### src/rtl/pc_word_pkg.sv
// Shared PC-bound word encoding: type codes, field widths and source index type.
// Used by both the packer and the PC-side parser.
package pc_word_pkg;

  localparam int ROUTE_W = 6;
  localparam int SEQ_W   = 16;

  localparam logic [1:0]         CODE_BD  = 2'b00;
  localparam logic [1:0]         CODE_HB  = 2'b10;
  localparam logic [1:0]         CODE_RPT = 2'b11;
  localparam logic [ROUTE_W-1:0] HB_ROUTE = 6'h3F;

  // Source 0 is BD, sources 1..Nchan are report channels 0..Nchan-1.
  typedef logic [ROUTE_W-1:0] src_idx_t;

endpackage

### src/rtl/pc_out_fifo.sv
// Two-entry output FIFO; head register drives the output directly.
// Simultaneous push/pop keeps occupancy and ordering intact.
module pc_out_fifo #(
  parameter int WIDTH = 32
) (
  input  logic             clk,
  input  logic             reset,
  input  logic             push,
  input  logic [WIDTH-1:0] din,
  input  logic             pop,
  output logic [WIDTH-1:0] dout,
  output logic             full,
  output logic             empty
);

  logic [WIDTH-1:0] head, tail;
  logic [1:0]       count;
  logic             do_push, do_pop;

  assign empty   = (count == 2'd0);
  assign full    = (count == 2'd2);
  assign do_pop  = pop && !empty;
  assign do_push = push && (!full || do_pop);
  assign dout    = head;

  always_ff @(posedge clk or posedge reset) begin
    if (reset) begin
      head  <= '0;
      tail  <= '0;
      count <= '0;
    end else begin
      case ({do_push, do_pop})
        2'b10: begin
          if (count == 2'd0) head <= din;
          else               tail <= din;
          count <= count + 2'd1;
        end
        2'b01: begin
          head  <= tail;
          count <= count - 2'd1;
        end
        2'b11: begin
          if (count == 2'd1) head <= din;
          else begin
            head <= tail;
            tail <= din;
          end
        end
        default: ;
      endcase
    end
  end

endmodule

### src/rtl/pc_packer.sv
// Merges BD words, FPGA report channels and idle heartbeats into one PC-bound
// word stream via round-robin arbitration and a 2-entry output FIFO.
module pc_packer
  import pc_word_pkg::*;
#(
  parameter int         NPCout    = 32,
  parameter int         NBDdata   = 20,
  parameter int         Nconf     = 16,
  parameter int         Nchan     = 2,
  parameter int         HB_PERIOD = 1024,
  parameter logic [15:0] SEQ_RESET = 16'h0000
) (
  input  logic                        clk,
  input  logic                        reset,
  input  logic                        BD_in_v,
  input  logic [ROUTE_W-1:0]          BD_in_route,
  input  logic [NBDdata-1:0]          BD_in_payload,
  output logic                        BD_in_a,
  input  logic [Nchan-1:0]            rpt_v,
  input  logic [Nchan-1:0][Nconf-1:0] rpt_d,
  output logic [Nchan-1:0]            rpt_a,
  output logic                        PC_out_v,
  output logic [NPCout-1:0]           PC_out_d,
  input  logic                        PC_out_a
);

  localparam int NSRC = Nchan + 1;
  localparam int CW   = (HB_PERIOD > 1) ? $clog2(HB_PERIOD) : 1;
  localparam logic [CW-1:0] IDLE_MAX = CW'((HB_PERIOD > 0) ? HB_PERIOD - 1 : 0);

  logic [NSRC-1:0]   src_v;
  src_idx_t          start, gnt, ch;
  logic              found, gnt_v, space, hb_due, hb_push, push;
  logic              full, empty;
  logic [NPCout-1:0] bd_word, rpt_word, hb_word, push_d;
  logic [CW-1:0]     idle;
  logic [SEQ_W-1:0]  seq;

  assign src_v = {rpt_v, BD_in_v};
  // Gating with reset keeps every accept low while reset is held.
  assign space = !reset && (!full || PC_out_a);

  always_comb begin
    found = 1'b0;
    gnt   = '0;
    for (int k = 0; k < NSRC; k++) begin
      if (!found && src_v[(int'(start) + k) % NSRC]) begin
        found = 1'b1;
        gnt   = src_idx_t'((int'(start) + k) % NSRC);
      end
    end
  end

  assign gnt_v   = found && space;
  assign hb_due  = (HB_PERIOD != 0) && (idle == IDLE_MAX);
  assign hb_push = hb_due && !(|src_v) && space;
  assign push    = gnt_v || hb_push;
  assign ch      = (gnt == '0) ? '0 : gnt - src_idx_t'(1);

  assign BD_in_a = gnt_v && (gnt == '0);
  for (genvar i = 0; i < Nchan; i++) begin : g_rpt_a
    assign rpt_a[i] = gnt_v && (gnt == src_idx_t'(i + 1));
  end

  always_comb begin
    bd_word = '0;
    bd_word[NPCout-1 -: 2]       = CODE_BD;
    bd_word[NPCout-3 -: ROUTE_W] = BD_in_route;
    bd_word[NBDdata-1:0]         = BD_in_payload;
    rpt_word = '0;
    rpt_word[NPCout-1 -: 2]       = CODE_RPT;
    rpt_word[NPCout-3 -: ROUTE_W] = ch;
    rpt_word[Nconf-1:0]           = rpt_d[ch];
    hb_word = '0;
    hb_word[NPCout-1 -: 2]       = CODE_HB;
    hb_word[NPCout-3 -: ROUTE_W] = HB_ROUTE;
    hb_word[SEQ_W-1:0]           = seq;
    if (!gnt_v)          push_d = hb_word;
    else if (gnt == '0)  push_d = bd_word;
    else                 push_d = rpt_word;
  end

  always_ff @(posedge clk or posedge reset) begin
    if (reset) begin
      start <= '0;
      idle  <= '0;
      seq   <= SEQ_RESET;
    end else begin
      if (gnt_v) start <= (gnt == src_idx_t'(NSRC - 1)) ? '0 : gnt + src_idx_t'(1);
      if (push)                  idle <= '0;
      else if (idle != IDLE_MAX) idle <= idle + CW'(1);
      if (hb_push) seq <= seq + SEQ_W'(1);
    end
  end

  pc_out_fifo #(.WIDTH(NPCout)) u_fifo (
    .clk   (clk),
    .reset (reset),
    .push  (push),
    .din   (push_d),
    .pop   (PC_out_a),
    .dout  (PC_out_d),
    .full  (full),
    .empty (empty)
  );

  assign PC_out_v = !empty;

endmodule

### config.mk
export PLATFORM = sky130hd
export DESIGN_NAME = pc_packer
export DESIGN_NICKNAME = d
export VERILOG_FILES = /design/src/rtl/pc_word_pkg.sv /design/src/rtl/pc_out_fifo.sv /design/src/rtl/pc_packer.sv
export SDC_FILE = /design/constraint.sdc
export NUM_CORES = 1
export LEC_CHECK = 0
export ABC_CLOCK_PERIOD_IN_PS = 21800
export CAP_MARGIN = 10
export CELL_PAD_IN_SITES_DETAIL_PLACEMENT = 0
export CELL_PAD_IN_SITES_GLOBAL_PLACEMENT = 1
export CORE_UTILIZATION = 35
export CTS_CLUSTER_DIAMETER = 150
export DETAILED_ROUTE_END_ITERATION = 8
export HOLD_SLACK_MARGIN = 0.05
export PLACE_DENSITY = 0.79
export SYNTH_ARGS = -nofsm -noshare
export SYNTH_HDL_FRONTEND = slang
export SYNTH_SLANG_ARGS = --single-unit
### constraint.sdc
create_clock -name clk -period 21.8 [get_ports clk]
set_input_delay 4.36 -clock clk [delete_from_list [all_inputs] [get_ports clk]]
set_output_delay 4.36 -clock clk [all_outputs]
set_load 0.05 [all_outputs]
== Word-level counts from Yosys, hierarchy flattened ==
Index checks and enable logic that the tools add are counted.
W data, S select, Z words.

* Mux-type cells: 30
* Eq/ne operators: 12
* Add/sub/neg operators: 8
* Reductions and logical operators: 29
* Div/mod/pow operators: 3
* $lt $le $gt $ge: 4

{| class="wikitable"
|+ Operator list
! cell !! number
|-
| $mux W32 || 6
|-
| $lt A32 B4 Y1 const B || 3
|-
| $pmux W32 S3 || 1
|-
| $mod A32 B3 Y32 const B || 2
|-
| $pmux W32 S2 || 1
|-
| $mod A7 B3 Y32 const B || 1
|-
| $mux W16 || 2
|-
| $mux W6 || 5
|-
| $mux W10 || 2
|-
| $add A16 B1 Y16 const B || 1
|-
| $logic_and A1 B1 Y1 || 11
|-
| $add A10 B1 Y10 const B || 1
|-
| $eq A10 B10 Y1 const B || 1
|-
| $ne A10 B10 Y1 const B || 1
|-
| $mux W1 || 9
|-
| $add A6 B1 Y7 const B || 1
|-
| $add A6 B2 Y7 const B || 1
|-
| $add A6 B1 Y6 const B || 1
|-
| $bmux W1 S2 || 3
|-
| $eq A2 B2 Y1 const B || 3
|-
| $eq A6 B1 Y1 const B || 1
|-
| $eq A6 B2 Y1 const B || 1
|-
| $logic_not A1 Y1 || 6
|-
| $logic_not A6 Y1 || 1
|-
| other kinds (15) || 21
|}

* Output and inout port bits: 36
* Bits in registers: 98

== Logic depth before layout (Yosys ltp) ==
Gate-level depths: netlist of the first run.

* Depth after elaboration: 19
* Gate-level depth with buffers: 40

== Cells and area by module ==
Synthesis of the first run repeated with hierarchy kept, for this count alone.

* Cell total of the unflattened synthesis: 1,137
* Area total of the unflattened synthesis: 9,316.4 um2

{| class="wikitable"
|+ Modules (own cells, without submodules)
! module !! times used !! seq. area each (um2) !! area each (um2) !! cells an instance
|-
| pc_packer || 1 || 800.8 || 6,284.8 || 862
|-
| pc_out_fifo || 1 || 1,651.6 || 3,031.7 || 275
|}

== Least setup slack after synthesis of the first run ==
Ideal clock, no wire load.

* Kind: reg2out
* Start point: register start[1]
* End point: output BD_in_a
* Required time: 17.440 ns
* Cell stages (with the launch flop): 36
* Path slack: 10.254 ns
* Data arrival time: 7.186 ns
* Path through: dfrtp_1 > ha_1 > and3_1 > xnor2_2 > inv_2 > ha_1 > xor2_1 > xnor2_1 > a22oi_2 > and2_1 > buf_4 > a211o_4 > buf_6 > a21oi_1 > a21oi_1 > ha_1 > clkbuf_1 > a21oi_2 > nand2_2 > xnor2_1 > ha_1 > nor2_1 > o21ai_0 > a221oi_1 > nor2_1 > nor4_4 > nor4_1 > o41a_1 > buf_2 > inv_1 > ha_1 > and2_1 > and3_1 > buf_2 > nand2_1 > inv_2

* Longest elaborated chain between the ends: 13

{| class="wikitable"
|+ Ends and longest elaborated chain
! element !! RTL line !! text
|-
| from (decl) || pc_packer.sv:32 || <nowiki>src_idx_t start, gnt, ch;</nowiki>
|-
| from (signal assigned) || pc_packer.sv:89 || <nowiki>if (gnt_v) start <= (gnt == src_idx_t'(NSRC - 1)) ? '0 : gnt + src_idx_t'(1);</nowiki>
|-
| branches (longest 12 deep; another with $mod A32 B3 Y32) || n/a ||
|-
| $logic_and A1 B1 Y1 (*) || pc_packer.sv:60 || <nowiki>assign BD_in_a = gnt_v && (gnt == '0);</nowiki>
|-
| to (decl) || pc_packer.sv:18 || <nowiki>output logic BD_in_a,</nowiki>
|}

Every way passes the cells marked *. The select of a mux whose other input is x is not followed.

== Final worst setup path of the first run ==
* Start point: register start[2]
* End point: output BD_in_a

Same word-level chain as after synthesis.

==> impl_metrics.env, run 1 <==
export IMPL_first_pass_iters=5
export IMPL_hold_start="u_fifo.tail[18]"
export IMPL_synth_top_area_share=0.265
export IMPL_synth_ff_type="dfrtp_1"
export IMPL_rsz0062_at_grt="no"
export IMPL_viasPerCell=5.75
export IMPL_htreeDepth=3
export IMPL_cts_buffers=9
export IMPL_syn_area_sq_um=8490
export IMPL_setup_viol=0
export IMPL_ys_top_cells_by_area="dfrtp_1, ha_1, mux2i_1, nand2_1, xnor2_1"
export IMPL_grt_max_degree=76
export IMPL_place_area_sq_um=9620
export IMPL_clk_latency_ps=340
export IMPL_synth_area_per_cell_sq_um=8.49
export IMPL_finalInstanceArea_sq_um=9920
export IMPL_maxSlewViolCount=0
export IMPL_whs_endpoint="u_fifo.tail[18]"
export IMPL_cts_tree="done"
export IMPL_worstSetupEndpointType="output pin"
export IMPL_antenna_cells=0
export IMPL_worst_clock_skew_ps=10.9
export IMPL_grt_first_pass_wirelength_mm=38.8
export IMPL_whs_path_depth=2
export IMPL_dieWidth_um=158
export IMPL_clock_fmax_mhz=72.1
export IMPL_die_area_sq_um=24900
export IMPL_hp_class="flip-flop to flip-flop"
export IMPL_antenna_found_initial=0
export IMPL_arrival_ps=9510
export IMPL_cpMostUsedCell="ha_1"
export IMPL_drive_gt1_frac=0.104
export IMPL_drtIter0Drc=690
export IMPL_rrSetupSlack_ps=12190
export IMPL_cts_resized=0
export IMPL_maxSlewHeadroom=0.329
export IMPL_cp_required_ps=17440
export IMPL_worstMarginPinSlew_ps=1010
export IMPL_postCtsSetupBuffers=0
export IMPL_status="finished clean"
export IMPL_cts_max_path_buffers=2
export IMPL_initial_utilization=0.359
export IMPL_ant_nets=0
export IMPL_start_kind="flip-flop"
export IMPL_cpMaxStageDelayCell="clkdlybuf4s50_1"
export IMPL_hold_buffers=0
export IMPL_portBuffers=95
export IMPL_r2r_start="start[2]"
export IMPL_hold_viol=0
export IMPL_clock_root_buffer="clkbuf_16"
export IMPL_gp_congestion=0.887
export IMPL_ios=100
export IMPL_synth_seq_cells=90
export IMPL_core_area_sq_um=23600
export IMPL_cts_sinks=90
export IMPL_grt_pass1_vias=7330
export IMPL_synth_edff_count=0
export IMPL_grt_usage=0.195
export IMPL_yosysWarnings=0
export IMPL_cap_violations=0
export IMPL_r2r_end="u_fifo.dout[27]"
export IMPL_layout_commonest_cell="clkdlybuf4s50_1"
export IMPL_clk_pin_slew_ps=70
export IMPL_num_vias=7934
export IMPL_nets=1158
export IMPL_criticalPathCategory="flip-flop to output pin"
export IMPL_dp_hpwl_mm=17.4
export IMPL_rows=56
export IMPL_gr_total_overflow=0
export IMPL_tns_ps=0
export IMPL_syn_to_final_growth_pct=16.8
export IMPL_yosysTopAreaCell="dfrtp_1"
export IMPL_path_max_fanout=29
export IMPL_ys_types=104
export IMPL_wl_per_cell_um=17.3
export IMPL_layout_min_cycle_time_ps=13870
export IMPL_final_util=0.420
export IMPL_mostFrequentLayoutCells="clkdlybuf4s50_1, dfrtp_1, nand2_1"
export IMPL_period_share=0.636
export IMPL_netlist_instances=1000
export IMPL_die_h_um=158
export IMPL_crit_path_max_incr_delay_ps=810
export IMPL_r2r_cells=34
export IMPL_synth_seq_area_share=0.265
export IMPL_drc=0
export IMPL_async_reset_ff_frac=1.00
export IMPL_routed_wl_mm=23.9
==> cells by family after synthesis <==
family                   Yosys count  share of synthesized area
AND/OR/NAND/NOR                  333                      0.204
AO/OA/AOI/OAI                    305                      0.266
buffers and inverters            111                     0.0604
flip-flops                        90                      0.265
multiplexers                      68                     0.0873
XOR/XNOR                          56                     0.0627
adder cells (fa/ha/maj)           36                     0.0531
other                              1                   0.000442
==> critical path: cells and delay by family, from the launching register on <==
family	cells	cell delay, ps
XOR/XNOR	2	340
AND/OR/NAND/NOR	10	2110
multiplexers	1	300
flip-flops	1	320
AO/OA/AOI/OAI	9	2310
buffers and inverters	6	1740
adder cells (fa/ha/maj)	5	2010
==> state kept, by name, summed over array words and instances, names as in the netlist <==
name          flops
seq              16
u_fifo.count      2
u_fifo.dout      28
start             6
idle             10
u_fifo.tail      28
==> through the flow <==
| stage | setup WS, ps | hold WS [ps] | cells |
|---|---|---|---|
| 6_report | 7930 | 483 | 1381 |
| 4_1_cts | 7930 | 488 | 1381 |
| 2_1_floorplan | 10250 | 448 | 1003 |
| 5_1_grt | 7080 | 507 | 1381 |
| 3_5_place_dp | 8370 | 473 | 1366 |
| 3_3_place_gp | 8600 | 461 | 1366 |
==> Yosys cell counts (4+ instances only) <==
master     n
dfrtp_1   90
nand2_1   87
nor2_1    64
nand3_1   52
o21ai_0   50
a21oi_1   40
inv_1     39
mux2i_1   38
ha_1      36
xnor2_1   34
clkbuf_1  30
o211ai_1  27
mux2_2    26
and3_1    20
buf_2     19
nor3_1    19
xor2_1    18
a211oi_1  17
a222oi_1  17
o21ai_1   17
nand2b_1  15
o31ai_1   15
a31oi_1   13
buf_4     13
and2_1    11
o21a_1    10
nand4_1    9
nor2b_1    8
o22ai_1    8
nor4_1     7
a22oi_1    6
a21o_1     5
and4_1     5
or2_2      5
a221oi_1   4
inv_2      4
nor3b_1    4
o22a_1     4
o31a_1     4
==> per-layer routing <==
layer / GRT usage / up-vias / wire length (um)
li1: - / 3852 / -
met1: 0.282 / 3803 / 11600
met4: 0.0411 / 0 / 291
met5: 0 / - / 0
met2: 0.300 / 252 / 10700
met3: 0.0318 / 27 / 1340
==> how the worst max path moves through the flow <==
| stage | from | endpoint | slack (ps) | depth (start not counted) |
|---|---|---|---|---|
| global route | start[2] | BD_in_a | 7080 | 32 |
| finish | start[2] | BD_in_a | 7930 | 33 |
| global placement | start[2] | BD_in_a | 8600 | 33 |
| floorplan | start[1] | BD_in_a | 10250 | 35 |
| CTS | start[2] | BD_in_a | 7930 | 33 |
| detailed placement | start[2] | BD_in_a | 8370 | 33 |
==> cell type report <==
type	count	area, sq um
Clock buffer	10	229
Clock inverter	5	65.1
Fill cell	2365	13700
Inverter	45	170
Multi-Input combinational cell	802	5740
Sequential cell	90	2250
Tap cell	319	399
Timing Repair Buffer	110	1060
Power of run 1 is left out: the tool's default activity adds up to more than one toggle a clock period on the data nets, which glitch-free logic cannot reach.
==> inputs of run 2 (changes only) <==
ABC_CLOCK_PERIOD_IN_PS = 14200   (was 21800)
clock period = 14.2 ns   (was 21.8 ns; I/O delays follow)
==> run 2 against run 1 <==
Compared with the run above:
- hold slack lost 4.6 ps
- sequential share of layout area shrank 0.057 points
- clock-buffer cell count is the same
- cell count is essentially flat
- global-route usage grew 0.12 points
- cell area grew 0.25%
- largest cell class unchanged
- setup slack lost 6000 ps
- routed wire length shrank 0.36%
- core utilization grew 0.11 points
- highest routed layer unchanged
==> impl_metrics.env, run 2 (synthesized netlist as in run 1, its figures left out) <==
export IMPL_status="finished clean"
export IMPL_grt_first_pass_wirelength_mm=39.0
export IMPL_dieWidth_um=158
export IMPL_ios=100
export IMPL_hold_start="idle[9]"
export IMPL_cpLargestDelayFamily="compound AO/OA/AOI/OAI gates"
export IMPL_gr_total_overflow=0
export IMPL_clock_root_buffer="clkbuf_16"
export IMPL_cts_sinks=90
export IMPL_period_share=0.865
export IMPL_initial_utilization=0.359
export IMPL_place_area_sq_um=9610
export IMPL_grt_usage=0.196
export IMPL_cpMostUsedCell="ha_1"
export IMPL_antenna_found_initial=0
export IMPL_drive_gt1_frac=0.104
export IMPL_path_max_fanout=29
export IMPL_postCtsSetupBuffers=0
export IMPL_htreeDepth=3
export IMPL_drtIter0Drc=634
export IMPL_dp_hpwl_mm=17.4
export IMPL_mostFrequentLayoutCells="clkdlybuf4s50_1, dfrtp_1, nand2_1"
export IMPL_ant_nets=0
export IMPL_rsz0062_at_grt="no"
export IMPL_cts_resized=0
export IMPL_cp_required_ps=11360
export IMPL_layout_min_cycle_time_ps=12290
export IMPL_criticalPathCategory="flip-flop to output pin"
export IMPL_routed_wl_mm=23.8
export IMPL_arrival_ps=9450
export IMPL_hp_class="flip-flop to flip-flop"
export IMPL_die_h_um=158
export IMPL_clock_fmax_mhz=81.4
export IMPL_core_area_sq_um=23600
export IMPL_clk_pin_slew_ps=70
export IMPL_crit_path_max_incr_delay_ps=810
export IMPL_cts_tree="done"
export IMPL_hold_buffers=0
export IMPL_maxSlewHeadroom=0.287
export IMPL_grt_pass1_vias=7447
export IMPL_die_area_sq_um=24900
export IMPL_finalInstanceArea_sq_um=9940
export IMPL_setup_viol=0
export IMPL_tns_ps=0
export IMPL_r2r_start="start[2]"
export IMPL_setup_ws_ps=1910
export IMPL_rows=56
export IMPL_layout_commonest_cell="clkdlybuf4s50_1"
export IMPL_clk_latency_ps=350
export IMPL_pre_cts_slack_ps=2420
export IMPL_timing_critical_path_buf_inv=4
export IMPL_viasPerCell=5.74
export IMPL_cap_violations=0
export IMPL_maxSlewViolCount=0
export IMPL_crit_path_start="start[2]"
export IMPL_nets=1157
export IMPL_portBuffers=95
export IMPL_worstSetupEndpointType="output pin"
export IMPL_hold_viol=0
export IMPL_grt_max_degree=76
export IMPL_first_pass_iters=5
export IMPL_worstMarginPinSlew_ps=1070
export IMPL_cts_max_path_buffers=2
export IMPL_num_vias=7918
export IMPL_start_kind="flip-flop"
export IMPL_antenna_cells=0
export IMPL_gp_congestion=0.891
export IMPL_wl_per_cell_um=17.3
export IMPL_cpMaxStageDelayCell="clkdlybuf4s50_1"
export IMPL_cts_buffers=9
export IMPL_worst_clock_skew_ps=8.76
export IMPL_drc=0
export IMPL_syn_to_final_growth_pct=17.1
## run 2: changes by cell type in the layout (fill, tap and decap cells not counted), sizes merged
cell / change
buf: -1
bufinv: +1
clkinvlp: -1
## run 2: path summary, 6_finish.rpt
path,end,slack (ps),cells after the start
setup reg to reg,u_fifo.dout[27],4580,34
min in group asynchronous,u_fifo.tail[26],2820,2
hold reg to reg,idle[9],480,1
setup / recovery,BD_in_a,1910,32
max in group asynchronous,u_fifo.dout[8],10120,3
hold / removal,idle[9],480,1
## run 2: per-layer routing
layer,share of wire,up-vias,global-route usage
met5,0,-,0
met2,0.44,257,0.303
met1,0.48,3775,0.278
li1,-,3850,-
met4,0.018,0,0.0532
met3,0.061,36,0.0339
## run 2: metrics by stage
step	hold slack, ps	utilization	cells
3_3_place_gp	463	0.407	1365
6_report	478	0.421	1380
5_1_grt	518	0.421	1380
4_1_cts	483	0.421	1380
3_5_place_dp	473	0.407	1365
2_1_floorplan	448	-	1003
## run 2: layout make-up
| type | instances | area, sq um |
|---|---|---|
| fillers | 2354 | 13700 |
| inverters | 45 | 170 |
| flip-flops and latches | 90 | 2250 |
| multi-input cells | 802 | 5740 |
| clock inverters | 5 | 87.6 |
| clock buffers | 10 | 239 |
| well taps | 319 | 399 |
| repair buffers | 109 | 1060 |
Power of run 2 is left out for the same reason.
==> RTL change (flow settings as in run 2) <==
Register the output `PC_out_d`, with the module's reset; this adds one clock of latency there. The other outputs are not delayed to match.
--- a/src/rtl/pc_packer.sv
+++ b/src/rtl/pc_packer.sv
@@ -28,4 +28,6 @@
   localparam int CW   = (HB_PERIOD > 1) ? $clog2(HB_PERIOD) : 1;
   localparam logic [CW-1:0] IDLE_MAX = CW'((HB_PERIOD > 0) ? HB_PERIOD - 1 : 0);
+
+  logic [NPCout-1:0] PC_out_d_d;
 
   logic [NSRC-1:0]   src_v;
@@ -100,5 +102,5 @@
     .din   (push_d),
     .pop   (PC_out_a),
-    .dout  (PC_out_d),
+    .dout  (PC_out_d_d),
     .full  (full),
     .empty (empty)
@@ -107,4 +109,12 @@
   assign PC_out_v = !empty;
 
+  always_ff @(posedge clk or posedge reset) begin
+    if (reset) begin
+      PC_out_d <= '0;
+    end else begin
+      PC_out_d <= PC_out_d_d;
+    end
+  end
+
 endmodule
 
Behaviour: not the same (a bounded check fails within 4 cycles, from zero or initial values and one cycle with reset high).
==> RTL change against run 2 <==
- synthesized area grew 5.3%
- design area rose by 7.1%
- register-to-register slack got worse by 0.42 ns
- sequential cell count rose by 28
- synthesized cell count grew 1.1%
- wire length up 7.0%
- largest cell class unchanged
- global-route usage about the same
- setup slack got worse by 0.18 ns
Power is left out: the tool's default activity adds up to more than one toggle a clock period on the data nets, which glitch-free logic cannot reach.
==> RTL change: results (changes against run 2) <==
Layout
  • Final #Nets: 1,179 (+1.9%)
  • Area share of buffers outside the clock network: 10.1% (-0.57 points)
  • Multi-Input Combinational: 793 (-1.1%)
  • Finished Core Util: 42.4% (+0.32 points)
  • Num sequential: 118 (+31%)
  • Fraction of area in registers: 27.7% (+5.1 points)
  • Fraction of area in multi-input gates: 51.7% (-6.1 points)
  • Fillers: 2,554 (+8.5%)
  • Inverters: 38 (-16%)
  • Clock buffers: 18 (+8)

Placement
  • Dpl ws: 2.25 ns (-0.164 ns)
  • Dpl hpwl: 18.1 mm (+4.2%)

Clock network
  • H-tree level count: 4 (+1)
  • Inserted Clock Buffers: 17 (+8)

Yosys
  • Yosys cell types: 100 (-3.8%)
  • Seq/Total Area, Yosys: 33.1% (+6.5 points)

Global route
  • Gr usage total: 19.6% (about the same)
  • Met1 Use GR: 25.6% (-2.2 points)
  • Number of global-route vias before repair: 7,837 (+5.2%)
  • GR Util met3: 2.86% (-0.53 points)

Worst setup path
  • Reg2reg end: u_fifo.dout[1]$_DFFE_PP0P_
  • Slowest CP cell: dfrtp_1

Routing
  • Drt via density: 5.74 (about the same)
  • Wire length on met3: 1.09 mm (-25%)
  • M1 WL: 11.6 mm (+1.3%)

Min path
  • Hold depth: 0 (-1)
  • Worst Hold End: PC_out_d[27]$_DFF_PP0_

Outcome
  • Status: completed

Floorplanning
  • Die ar.: 0.0262 sq mm (+5.2%)

STA
  • WHS: 0.371 ns (-0.106 ns)
[RTL change: cell types whose count changed after synthesis, sizes merged, moves of 8 or more]
cell	before	now
a21oi	42	62
nand2b	15	7
dfrtp	90	118
a2bb2oi	2	18
nand4	9	26
o31ai	19	6
o21ai	70	59
o211ai	27	37
inv	43	35
mux2	29	9
and3	20	9
mux2i	39	31
[RTL change: worst reg2reg max path, delay by kind of cell (launching register included)]
kind,cells,cell delay [ns]
flip-flops,1,0.84
AO/OA/AOI/OAI,13,2.94
buffers and inverters,4,0.78
adder cells (fa/ha/maj),5,2.12
XOR/XNOR,1,0.38
AND/OR/NAND/NOR,11,2.84
[RTL change: cells by family after synthesis]
kind of cell | synth area share (%)
multiplexers | 4.61
AO/OA/AOI/OAI | 27.7
flip-flops | 33.1
buffers and inverters | 5.53
adder cells (fa/ha/maj) | 5.04
AND/OR/NAND/NOR | 18.6
XOR/XNOR | 5.48
other | 0.0420
